### src/rtl/i281_code_loader.sv
// Byte-stream program loader for the i281 code memory: parses SYNC/COUNT/words/CSUM
// frames, writes assembled 16-bit words from address 0 and stalls the CPU meanwhile.
module i281_code_loader #(
  parameter int unsigned ADDR_W = 6,
  parameter int unsigned WORD_W = 16
) (
  input  logic              clock,
  input  logic              reset,
  input  logic              rx_valid,
  input  logic [7:0]        rx_data,
  output logic              rx_ready,
  output logic              wr_en,
  output logic [ADDR_W-1:0] wr_addr,
  output logic [WORD_W-1:0] wr_data,
  output logic              cpu_hold,
  output logic              load_done,
  output logic              load_error
);

  localparam logic [2:0] S_IDLE  = 3'd0;
  localparam logic [2:0] S_COUNT = 3'd1;
  localparam logic [2:0] S_HI    = 3'd2;
  localparam logic [2:0] S_LO    = 3'd3;
  localparam logic [2:0] S_WRITE = 3'd4;
  localparam logic [2:0] S_CSUM  = 3'd5;

  localparam logic [7:0] SYNC_BYTE = 8'hA5;
  localparam logic [8:0] CAPACITY  = 9'(2 ** ADDR_W);

  logic [2:0]      state;
  logic [ADDR_W:0] count;
  logic [ADDR_W:0] idx;
  logic [ADDR_W:0] idx_next;
  logic [7:0]      acc;
  logic [8:0]      rx_ext;
  logic            xfer;
  logic            count_bad;

  assign rx_ready  = (state != S_WRITE);
  assign xfer      = rx_valid & rx_ready;
  assign idx_next  = idx + 1'b1;
  assign rx_ext    = {1'b0, rx_data};
  assign count_bad = (rx_data == 8'd0) || (rx_ext > CAPACITY);

  // Index/count carry one extra bit so a full 2^ADDR_W-word frame terminates.
  always_ff @(posedge clock or negedge reset) begin
    if (!reset) begin
      state      <= S_IDLE;
      count      <= '0;
      idx        <= '0;
      acc        <= '0;
      wr_en      <= 1'b0;
      wr_addr    <= '0;
      wr_data    <= '0;
      cpu_hold   <= 1'b0;
      load_done  <= 1'b0;
      load_error <= 1'b0;
    end else begin
      wr_en     <= 1'b0;
      load_done <= 1'b0;
      case (state)
        S_IDLE: begin
          if (xfer && rx_data == SYNC_BYTE) begin
            state      <= S_COUNT;
            cpu_hold   <= 1'b1;
            load_error <= 1'b0;
            idx        <= '0;
            acc        <= '0;
          end
        end
        S_COUNT: begin
          if (xfer) begin
            if (count_bad) begin
              state      <= S_IDLE;
              load_error <= 1'b1;
            end else begin
              state <= S_HI;
              count <= rx_data[ADDR_W:0];
              acc   <= rx_data;
            end
          end
        end
        S_HI: begin
          if (xfer) begin
            state                   <= S_LO;
            wr_data[WORD_W-1 -: 8]  <= rx_data;
            acc                     <= acc + rx_data;
          end
        end
        S_LO: begin
          if (xfer) begin
            state        <= S_WRITE;
            wr_data[7:0] <= rx_data;
            acc          <= acc + rx_data;
            wr_en        <= 1'b1;
            wr_addr      <= idx[ADDR_W-1:0];
          end
        end
        S_WRITE: begin
          idx   <= idx_next;
          state <= (idx_next == count) ? S_CSUM : S_HI;
        end
        S_CSUM: begin
          if (xfer) begin
            state <= S_IDLE;
            if (rx_data == acc) begin
              cpu_hold  <= 1'b0;
              load_done <= 1'b1;
            end else begin
              load_error <= 1'b1;
            end
          end
        end
        default: state <= S_IDLE;
      endcase
    end
  end

endmodule

### config.mk
export PLATFORM = sky130hd
export DESIGN_NAME = i281_code_loader
export DESIGN_NICKNAME = d
export VERILOG_FILES = /design/src/rtl/i281_code_loader.sv
export SDC_FILE = /design/constraint.sdc
export NUM_CORES = 1
export LEC_CHECK = 0
export BUFFER_PORTS_ARGS = -buffer_cell sky130_fd_sc_hd__buf_2
export CAP_MARGIN = 20
export CORE_MARGIN = 3
export CORE_UTILIZATION = 57
export DETAILED_ROUTE_END_ITERATION = 10
export GPL_TIMING_DRIVEN = 1
export PLACE_DENSITY_LB_ADDON = 0.08
export RECOVER_POWER = 100
export SLEW_MARGIN = 30
export SYNTH_ARGS = -nofsm -noshare
export SYNTH_HDL_FRONTEND = slang
export SYNTH_SLANG_ARGS = --single-unit
### constraint.sdc
create_clock -name clock -period 2.8 [get_ports clock]
set_input_delay 0 -clock clock [delete_from_list [all_inputs] [get_ports clock]]
set_output_delay 0 -clock clock [all_outputs]
set_load 0.05 [all_outputs]
==> impl_metrics.csv <==
group,metric,value,unit
status,status,"finished clean",
route,wire_per_inst,16.9,um
layout,finish.utilization,0.684,
placed_design,dpl_cell_area,2970,um2
yosys,synth_area_leaders,"dfrtp_1 47%, nand2_1 8.1%, mux2_2 6.2%, o21ai_0 4.6%, ha_1 3.7%",
cts,clockRootBuffer,"clkbuf_8",
sta,fin_tns_setup,0,ps
yosys,synth_top_family_by_area,"simple AND/OR/NAND/NOR gates",
yosys,syn_area,2740,um2
yosys,synth_mux_area_frac,0.0618,
yosys,synth_compound_area_frac,0.152,
yosys,synth_top_area_share,0.467,
setup_path,reg2reg_from,"state[2]",
yosys,synth-xor-area-share,0.0352,
floorplanning,die_w,75.3,um
route,num_vias,2235,
route,vias_per_cell,5.81,
yosys,synth_edf_count,0,
sta,layout_min_cycle_time,2540,ps
yosys,synth_cell_types,47,
route,ant_nets,0,
grt,first_global_vias,2102,
layout,final_nets,352,
sta,hold_viol_final,0,
setup_path,setup.worst_path.end_class,"flop",
setup_path,critical_path_class,"primary input to flop",
floorplanning,num_rows,24,
cts,htreeDepth,2,
sta,slew_headroom,0.104,
yosys,yosysWarningCount,0,
sta,finalMaxSlewViolations,0,
yosys,synth.ff_latch_count,51,
route,drtPass1Iterations,4,
grt,grt_max_degree,29,
yosys,synth_nets,307,
cts,clock_latency,310,ps
sta,period_share,0.906,
power,leakagePower,0.00140,uW
yosys,yosys.area.top_type,"dfrtp_1",
yosys,syn_avg_cell_area,9.53,um2
placed_design,place_congestion,0.863,
layout,diodes,0,
grt,grt_usage,0.242,
cts,clkSlewWorstSetupHoldPaths,100,ps
route,drt-total-wl,6.50,mm
yosys,synthAdderAreaFrac,0.0439,
sta,rsz0062_at_grt,"false",
floorplanning,start_util,0.607,
grt,grt_pass1_wl,10.2,mm
setup_path,worstPathArrival,2790,ps
floorplanning,dieArea,5670,um2
min_path,hold_start,"rx_data[4]",
yosys,synth_sequential_area_ratio,0.467,
cts,cts_buffers,5,
power,powerDensity,1170,nW/um2
sta,fin_ws,264,ps
placed_design,place_ws,585,ps
route,drc,0,
sta,fmax,394,MHz
placed_design,hpwl,4.34,mm
yosys,synth_ff_type,"dfrtp_1",
setup_path,crit_fanout,9,
yosys,yosys.area_share.simple,0.212,
setup_path,cp-startpoint,"rx_data[3]",
job,maxCapViolCount,0,
sta,clock_skew,5.54,ps
floorplanning,io-pin-count,38,
sta,setup_viol,0,
setup_path,cp_data_required_time,3060,ps
layout,drive_gt1_frac,0.108,
power,vdd_drop_max,0.790,mV
floorplanning,fp.dieH,75.3,um
grt,overflow,0,
cts,cts_tree,"done",
cts,cts_resized,0,
layout,area_growth,12.7,%
yosys,synthCells,287,
layout,fin_area,3080,um2
cts,cts.sinks,51,
grt,antenna_found_initial,0,
placed_design,port-buffer-count,37,
route,drt-initial-drc-count,126,
floorplanning,core_area,4500,um2
yosys,async_flop_share,1.00,
setup_path,cp-start-kind,"primary input",
min_path,holdCritPathClass,"primary input to flop",
cts,cts_buffer_depth,2,
sta,worstMarginPinSlew,1340,ps
-- worst max-delay path, cell delays in order --
cell	delay, ps
dlygate4sd3_1	530
clkbuf_1	210
or3_1	430
or3_1	500
nor4_4	210
a221oi_2	130
buf_4	210
or4_1	470
nand3_1	100
-- sequential cells by signal, summed over array words and instances (netlist names) --
register    cells
acc             8
count           7
cpu_hold        1
idx             7
load_done       1
load_error      1
state           3
wr_addr         6
wr_data        16
wr_en           1
-- power breakdown --
| group | switching [uW] | internal [uW] | total (uW) | leakage, uW |
|---|---|---|---|---|
| clock | 278 | 186 | 464 | 0.0000502 |
| sequential | 292 | 1050 | 1340 | 0.000630 |
| combinational | 1220 | 571 | 1790 | 0.000723 |
-- through the flow --
stage	total power, uW	instances	hold WS (ps)
floorplan	2740	287	-296
global placement	3130	369	20.6
detailed placement	3170	369	21.3
CTS	3650	384	1.73
global route	3840	385	9.17
finish	3600	385	9.04
-- cell families after synthesis --
kind of cell	Yosys count
muxes	15
buffers and inverters	20
AOI/OAI and AO/OA	65
and+or+nand+nor	116
adders and majority gates	9
xor gates and xnor gates	11
DFF	51
-- placed cells by master (no fill, tap or decap), drive strengths merged, types with 3 or more instances in the layout --
cell type | netlist | final
dlygate4sd3 | 0 | 7
xnor2 | 5 | 5
clkbuf | 8 | 39
nor2b | 3 | 3
a211oi | 3 | 3
nor3 | 4 | 4
nand3 | 9 | 9
ha | 8 | 8
nand2b | 4 | 4
o21ai | 25 | 25
and3b | 3 | 3
o31ai | 3 | 3
nand2 | 59 | 59
nor3b | 4 | 4
or3 | 4 | 4
nor2 | 16 | 16
xor2 | 6 | 6
dfrtp | 51 | 51
inv | 9 | 10
a31oi | 3 | 3
a21oi | 11 | 11
buf | 3 | 8
mux2 | 15 | 15
-- path summary, 6_finish.rpt --
check	endpoint	slack [ps]	cells past startpoint
max	acc[7]	260	9
min	wr_data[4]	9	3
max reg2reg	wr_data[12]	370	4
min reg2reg	wr_addr[3]	480	2
max in group asynchronous	state[2]	970	3
min in group asynchronous	acc[3]	500	2
-- routing by layer --
layer	GRT usage	wire length (um)	up-vias
li1	-	-	1111
met1	0.351	3090	1053
met2	0.370	2950	66
met3	0.0401	380	5
met4	0.0796	71	0
met5	0	0	-
-- layout make-up --
type,instances,area (um2)
clock buffers,5,68.8
clock inverters,3,28.8
fillers,398,1420
inverters,9,33.8
multi-input cells,216,1370
flip-flops and latches,51,1280
well taps,52,65.1
repair buffers,49,243
-- cells in the mapped netlist (all sizes together), types with 4 or more instances --
library cell	number
nand3	9
nor3	4
nor3b	4
nand2b	4
clkbuf	8
ha	8
xor2	6
or3	4
nand2	59
inv	9
dfrtp	51
mux2	15
nor2	16
a21oi	11
o21ai	25
xnor2	5
-- what timing repair did --
item	in CTS	in global routing
hold buffers	7	0
buffers inserted	0	0
endpoints found under the hold margin	29	0
Note: power is estimated with default switching activity, not from simulation.
